[src/rtl/seq_game_controller.sv]
// seq_game_controller
// Runs one round of the Sequence Memory game. Each round appends one LFSR
// symbol to the sequence buffer and plays the whole buffer back as timed LED
// flashes. It then checks the player's presses against the buffer, one
// press at a time.
// All outputs are registered. They are computed from next-state values, so
// they always equal a Moore decode of the current registered state.

module seq_game_controller #(
    parameter int unsigned MAX_LEN    = 32,
    parameter int unsigned ON_CYCLES  = 25000000,
    parameter int unsigned OFF_CYCLES = 12500000,
    parameter int unsigned LW         = $clog2(MAX_LEN + 1)
) (
    input  logic          clock,
    input  logic          reset,
    input  logic          start,
    input  logic [1:0]    rand_num,
    input  logic          btn_valid,
    input  logic [1:0]    btn_id,
    output logic          led_valid,
    output logic [1:0]    led_id,
    output logic          awaiting_input,
    output logic [LW-1:0] level,
    output logic          game_over,
    output logic          game_won
);

    localparam int unsigned IW    = (MAX_LEN > 1) ? $clog2(MAX_LEN) : 1;
    localparam int unsigned T_MAX = (ON_CYCLES > OFF_CYCLES) ? ON_CYCLES : OFF_CYCLES;
    localparam int unsigned TW    = (T_MAX > 1) ? $clog2(T_MAX + 1) : 1;

    localparam logic [TW-1:0] ON_LAST  = TW'(ON_CYCLES - 1);
    localparam logic [TW-1:0] OFF_LAST = TW'(OFF_CYCLES - 1);
    localparam logic [LW-1:0] LEN_MAX  = LW'(MAX_LEN);

    typedef enum logic [2:0] {
        IDLE     = 3'd0,
        ADD      = 3'd1,
        SHOW_ON  = 3'd2,
        SHOW_OFF = 3'd3,
        INPUT    = 3'd4,
        LOSE     = 3'd5,
        WON      = 3'd6
    } state_t;

    state_t        state_q, state_d;
    logic [LW-1:0] len_q, len_d;
    logic [IW-1:0] idx_q, idx_d;
    logic [TW-1:0] timer_q, timer_d;
    logic [1:0]    seq_q [MAX_LEN];
    logic [1:0]    seq_d [MAX_LEN];

    logic          led_valid_q, led_valid_d;
    logic [1:0]    led_id_q, led_id_d;
    logic          awaiting_q, awaiting_d;
    logic [LW-1:0] level_q, level_d;
    logic          game_over_q, game_over_d;
    logic          game_won_q, game_won_d;

    logic          last_sym;

    // Next-state, buffer, and registered-output computation
    always_comb begin
        state_d  = state_q;
        len_d    = len_q;
        idx_d    = idx_q;
        timer_d  = timer_q;
        seq_d    = seq_q;
        last_sym = (LW'(idx_q) == (len_q - LW'(1)));

        case (state_q)
            IDLE, LOSE, WON: begin
                if (start) begin
                    state_d = ADD;
                    len_d   = '0;
                end
            end
            ADD: begin
                seq_d[len_q[IW-1:0]] = rand_num;
                len_d   = len_q + LW'(1);
                idx_d   = '0;
                state_d = SHOW_ON;
            end
            SHOW_ON: begin
                if (timer_q == ON_LAST) begin
                    state_d = SHOW_OFF;
                end else begin
                    timer_d = timer_q + TW'(1);
                end
            end
            SHOW_OFF: begin
                if (timer_q == OFF_LAST) begin
                    if (last_sym) begin
                        idx_d   = '0;
                        state_d = INPUT;
                    end else begin
                        idx_d   = idx_q + IW'(1);
                        state_d = SHOW_ON;
                    end
                end else begin
                    timer_d = timer_q + TW'(1);
                end
            end
            INPUT: begin
                if (btn_valid) begin
                    if (btn_id != seq_q[idx_q]) begin
                        state_d = LOSE;
                    end else if (!last_sym) begin
                        idx_d = idx_q + IW'(1);
                    end else if (len_q < LEN_MAX) begin
                        state_d = ADD;
                    end else begin
                        state_d = WON;
                    end
                end
            end
            default: state_d = IDLE;
        endcase

        // The timer restarts from zero whenever the state changes.
        if (state_d != state_q) begin
            timer_d = '0;
        end

        led_valid_d = (state_d == SHOW_ON);
        led_id_d    = (state_d == SHOW_ON) ? seq_d[idx_d] : 2'd0;
        awaiting_d  = (state_d == INPUT);
        level_d     = len_d;
        game_over_d = (state_d == LOSE);
        game_won_d  = (state_d == WON);
    end

    // State, counters, sequence buffer and output registers
    always_ff @(posedge clock or negedge reset) begin
        if (!reset) begin
            state_q     <= IDLE;
            len_q       <= '0;
            idx_q       <= '0;
            timer_q     <= '0;
            seq_q       <= '{default: '0};
            led_valid_q <= 1'b0;
            led_id_q    <= '0;
            awaiting_q  <= 1'b0;
            level_q     <= '0;
            game_over_q <= 1'b0;
            game_won_q  <= 1'b0;
        end else begin
            state_q     <= state_d;
            len_q       <= len_d;
            idx_q       <= idx_d;
            timer_q     <= timer_d;
            seq_q       <= seq_d;
            led_valid_q <= led_valid_d;
            led_id_q    <= led_id_d;
            awaiting_q  <= awaiting_d;
            level_q     <= level_d;
            game_over_q <= game_over_d;
            game_won_q  <= game_won_d;
        end
    end

    assign led_valid      = led_valid_q;
    assign led_id         = led_id_q;
    assign awaiting_input = awaiting_q;
    assign level          = level_q;
    assign game_over      = game_over_q;
    assign game_won       = game_won_q;

endmodule

[config.mk]
export PLATFORM = sky130hd
export DESIGN_NAME = seq_game_controller
export DESIGN_NICKNAME = d
export VERILOG_FILES = /design/src/rtl/seq_game_controller.sv
export SDC_FILE = /design/constraint.sdc
export NUM_CORES = 1
export LEC_CHECK = 0
export ABC_AREA = 1
export CAP_MARGIN = 20
export CORE_MARGIN = 2
export CORE_UTILIZATION = 60
export CTS_CLUSTER_DIAMETER = 40
export CTS_CLUSTER_SIZE = 25
export DETAILED_ROUTE_END_ITERATION = 12
export GPL_ROUTABILITY_DRIVEN = 0
export MAX_ROUTING_LAYER = met4
export PLACE_DENSITY = 0.81
export SETUP_SLACK_MARGIN = 0.02
export SYNTH_ARGS = -nofsm -noshare
export SYNTH_HDL_FRONTEND = slang
export SYNTH_SLANG_ARGS = --single-unit
[constraint.sdc]
create_clock -name clock -period 3.2 [get_ports clock]
set_input_delay 0.32 -clock clock [delete_from_list [all_inputs] [get_ports clock]]
set_output_delay 0.32 -clock clock [all_outputs]
set_load 0.05 [all_outputs]
### Word-level counts from Yosys, hierarchy flattened

Cells that the tools add are included.

| word-level totals | value |
|---|---|
| input port bits | 8 |
| register bits | 109 |
| word-level logic and storage cells | 110 |
| output and inout port bits | 12 |

| operators by class | value |
|---|---|
| multiplexer cells | 32 |
| equality and inequality tests | 18 |
| reductions and logical operators | 7 |
| bitwise gates (word level) | 3 |
| $add $sub $neg | 4 |
| $lt $le $gt $ge | 5 |

Operators with widths:

| kind | number |
|---|---|
| 2-to-1 mux 25 bit | 3 |
| bitwise mux 64 bit | 1 |
| 2-to-1 mux 64 bit | 1 |
| case mux 25 bit (2 select lines) | 1 |
| adder 25 x 1 -> 25 bit, second input constant | 1 |
| == test 25 x 24 -> 1 bit, second input constant | 1 |
| == test 25 bit, second input constant | 1 |
| 2-to-1 mux 5 bit | 5 |
| 2-to-1 mux 3 bit | 8 |
| binary-select mux 2 bit (select 5 bit) | 2 |
| == test 3 bit, second input constant | 6 |
| >= comparator 6 bit, second input constant | 3 |
| inverter 5 -> 6 bit | 3 |
| case mux 3 bit (5 select lines) | 1 |
| case mux 5 bit (3 select lines) | 1 |
| 2-to-1 mux 2 bit | 6 |
| case mux 6 bit (2 select lines) | 1 |
| demux 2 bit (select 5 bit) | 1 |
| == test 3 x 2 -> 1 bit, second input constant | 3 |
| adder 6 x 1 -> 6 bit, second input constant | 1 |
| == test 5 x 6 -> 1 bit | 1 |
| less-than comparator 6 x 1 -> 1 bit, second input constant | 1 |
| less-than comparator 6 bit, second input constant | 1 |
| 2-to-1 mux 6 bit | 1 |
| other kinds (14) | 15 |

### Depth between registers and ports, before layout

| logic depth | value |
|---|---|
| depth in word-level cells | 13 |
| gate-level depth with buffers | 28 |
| mapped depth without buffers | 25 |

### Least setup slack after synthesis

No wires, ideal clock.

| timing path | value |
|---|---|
| path kind | register -> register |
| start point | reg, netlist name level[0] |
| end point | reg timer_q[2] |
| stages on the path, launching flop included | 20 |
| setup slack | 0.102 ns |
| clock period less this slack | 3.098 ns |
| arrival | 2.969 ns |
| buffers on the path | 1 |
| data required time | 3.071 ns |
| library setup time | 0.129 ns |
| cell sequence | dfrtp_1 -> inv_1 -> ha_1 -> inv_1 -> nor3_2 -> or2_0 -> nand3_1 -> nor3_2 -> nand2_2 -> clkinv_2 -> nand2_2 -> nand4_1 -> nand2_2 -> xor2_1 -> nand3_2 -> nor2_8 -> nand2_8 -> buf_8 -> nand2_1 -> a21oi_1 |

RTL lines:

| element | RTL line | text |
|---|---|---|
| end signal: assignment | 152 | `timer_q <= timer_d;` |
| end: declaration | 50 | `logic [TW-1:0] timer_q, timer_d;` |

==> impl_metrics.tcl <==
set metrics [dict create \
    run_status "completed" \
    path_class "flip-flop to flip-flop" \
    rsz0062_at_grt "yes" \
    endpoint_kind "flip-flop" \
    die_h_um 114 \
    slew_violations 0 \
    fin_crit_sh_pct 96.6 \
    postSynthCellCount 1057 \
    gr-total-overflow 0 \
    routed_wl_um 21400 \
    ys_seq_area_share_pct 37.4 \
    diodes 0 \
    fmax_mhz 324 \
    fin_util_pct 69.9 \
    ys_seq_elements 109 \
    timing.clock.skew_ns 0.0137 \
    start_kind "flip-flop" \
    synth_cell_types 50 \
    dp_cells 1218 \
    power_density_mw_per_mm2 1030 \
    die_x_um 114 \
    dr.pass1.iters 7 \
    portBuffers 19 \
    synth_area_mm2 0.00729 \
    track_usage_pct 33.7 \
    core_mm2 0.0119 \
    cts_tree "yes" \
    final-setup-viol-count 0 \
    ir_drop_mv 0.464 \
    dieArea_mm2 0.0130 \
    grt_first_pass_wirelength_um 33700 \
    initial_core_util_pct 61.2 \
    drc_errors 0 \
    maxCapViolCount 0 \
    register_area_mm2 0.00273 \
    drtIter0Drc 984 \
    slew_headroom_pct 49.0 \
    area_growth_pct 14.2 \
    fin_cells 1258 \
    hold_path_class "input pin to async pin" \
    p_leak_nw 4.29 \
    synthTopCellsByArea "dfrtp_1 37%, nand2_1 17%, nand3_1 9.4%, inv_1 6.8%, o21ai_0 4.6%" \
    timing.final.hold_violations 0 \
    fillCellCount 1001 \
    arrival_ns 3.38 \
    num_vias 7497 \
    setup_ws_ns 0.109 \
    post-place-ws_ns 0.0623 \
    pin_count 20 \
    yosysWarningCount 0 \
    hpwl_um 14300 \
    clock-sinks 109 \
    wl_per_cell_um 17.0 \
    layout-drive-gt1-share_pct 13.0 \
    crit_required_ns 3.49 \
    clk_pin_slew_ns 0.07 \
    worstPathMaxFanout 8 \
    cts-buffers-inserted 9 \
    period_needed_ns 3.09 \
    syn_nets 1072 \
    grt_pass1_vias 6818 \
    antenna_found_initial 0 \
    cts_root_buffer "clkbuf_16" \
    clock_tree.buffer_depth 2 \
    synth_area_per_cell_um2 6.90 \
    grt_max_degree 57 \
    row_count 40 \
    via_per_inst 5.96 \
    max_slew.worst_pin.slew_ns 0.760 \
    total_power_w 0.00855 \
    synth_top_area_cell "dfrtp_1" \
    synth.top_cell.area_share_pct 37.4 \
    multiInputGateArea_mm2 0.00385 \
    clk_latency_ns 0.37 \
    postRouteAntennaNets 0 \
    cts_max_level 3 \
    fin_nets 1121 \
]
flip-flops by register name (all words and copies together) (netlist names):
signal	count
game_won	1
idx_q	5
game_over	1
awaiting_input	1
state_q	3
timer_q	25
led_valid	1
led_id	2
level	6
seq_q	64
cell families after synthesis:
family | count (synthesis) | share of synthesized area [%]
adders and majority gates | 7 | 1.20
and+or+nand+nor | 601 | 36.6
AOI/OAI and AO/OA | 137 | 11.3
DFF | 109 | 37.4
buffers and inverters | 184 | 11.2
xor gates and xnor gates | 19 | 2.28
critical path, cell delays in order (launching register included):
cell and delay [ns]:
dfrtp_1 0.39, inv_2 0.10, ha_4 0.14, inv_2 0.04, nor3_2 0.19, or2_0 0.13
nand3_1 0.09, nor3_2 0.20, nand2_2 0.13, buf_6 0.15, inv_8 0.06, nand2_4 0.05
a32oi_2 0.21, nand2_2 0.10, xor2_1 0.17, nand3_2 0.15, nor2_8 0.20, nand2_8 0.12
buf_6 0.16, buf_6 0.11, o21ai_2 0.12
cells in the mapped netlist, drive strengths merged:
library cell,instances
o21ai,93
nand4,18
clkinv,3
or2,1
nor3,19
and3,1
nand3,140
a21oi,17
dfrtp,109
clkbuf,11
nor2,67
o211ai,4
o32ai,1
nor4,8
a41oi,1
a32oi,1
o21a,7
xor2,16
a22oi,1
o21bai,1
nand2,347
o22ai,3
a31oi,2
inv,144
buf,26
ha,7
a21boi,1
o31ai,5
xnor2,3
per-stage QoR:
step	TNS [ns]	instance area, µm²	hold slack (ns)
CTS	0	7970	0.0526
floorplan	0	7290	0.0244
detailed placement	0	7660	0.432
finish	0	8330	0.0219
global route	-0.397	8330	0.0895
global placement	0	7660	0.427
power by group:
part           switching (W)  internal (W)
clock network       0.000519      0.000651
registers           0.000203       0.00166
logic                0.00358       0.00193
total                0.00431       0.00424
cell type report:
class	instances	area share (%)
Sequential cell	109	32.8
Multi-Input combinational cell	765	46.3
Inverter	147	7.05
Clock buffer	13	3.13
Clock inverter	3	0.526
Tap cell	147	2.21
Timing Repair Buffer	74	8.07
placed cells by master (no fill, tap or decap), types with 16 or more instances in the layout:
master / Yosys / routed
inv_1: 133 / 129
nand3_1: 137 / 134
clkdlybuf4s50_1: 0 / 18
nor2_1: 63 / 60
buf_4: 7 / 45
nand4_1: 18 / 18
dfrtp_1: 109 / 108
o21ai_0: 67 / 64
nor3_1: 16 / 16
nand2_1: 335 / 331
metal layers:
layer	part of all wire [%]	GRT usage, %	vias to the layer above
met5	0	-	-
met4	5.0	13.3	0
met3	11	8.21	103
met2	44	50.6	495
met1	40	44.4	3397
li1	-	-	3502
timing repair:
item                                    CTS  global route
endpoints found under the setup margin    0             5
hold buffers                              0             0
resized for setup                         0            52
buffers inserted                          0            22
path summary, 6_finish.rpt:
kind | cells after the start | end | startpoint | slack [ns]
worst max register to register | 20 | timer_q[0] | level[1] | 0.11
min in group clock | 2 | seq_q[51] | seq_q[51] | 0.51
max in group asynchronous | 2 | idx_q[0] | reset | 2.41
worst min register to register | 2 | seq_q[51] | seq_q[51] | 0.51
worst max-delay path | 20 | timer_q[0] | level[1] | 0.11
worst min-delay path | 1 | timer_q[21] | reset | 0.02
Power figures use the tool's default switching activity.
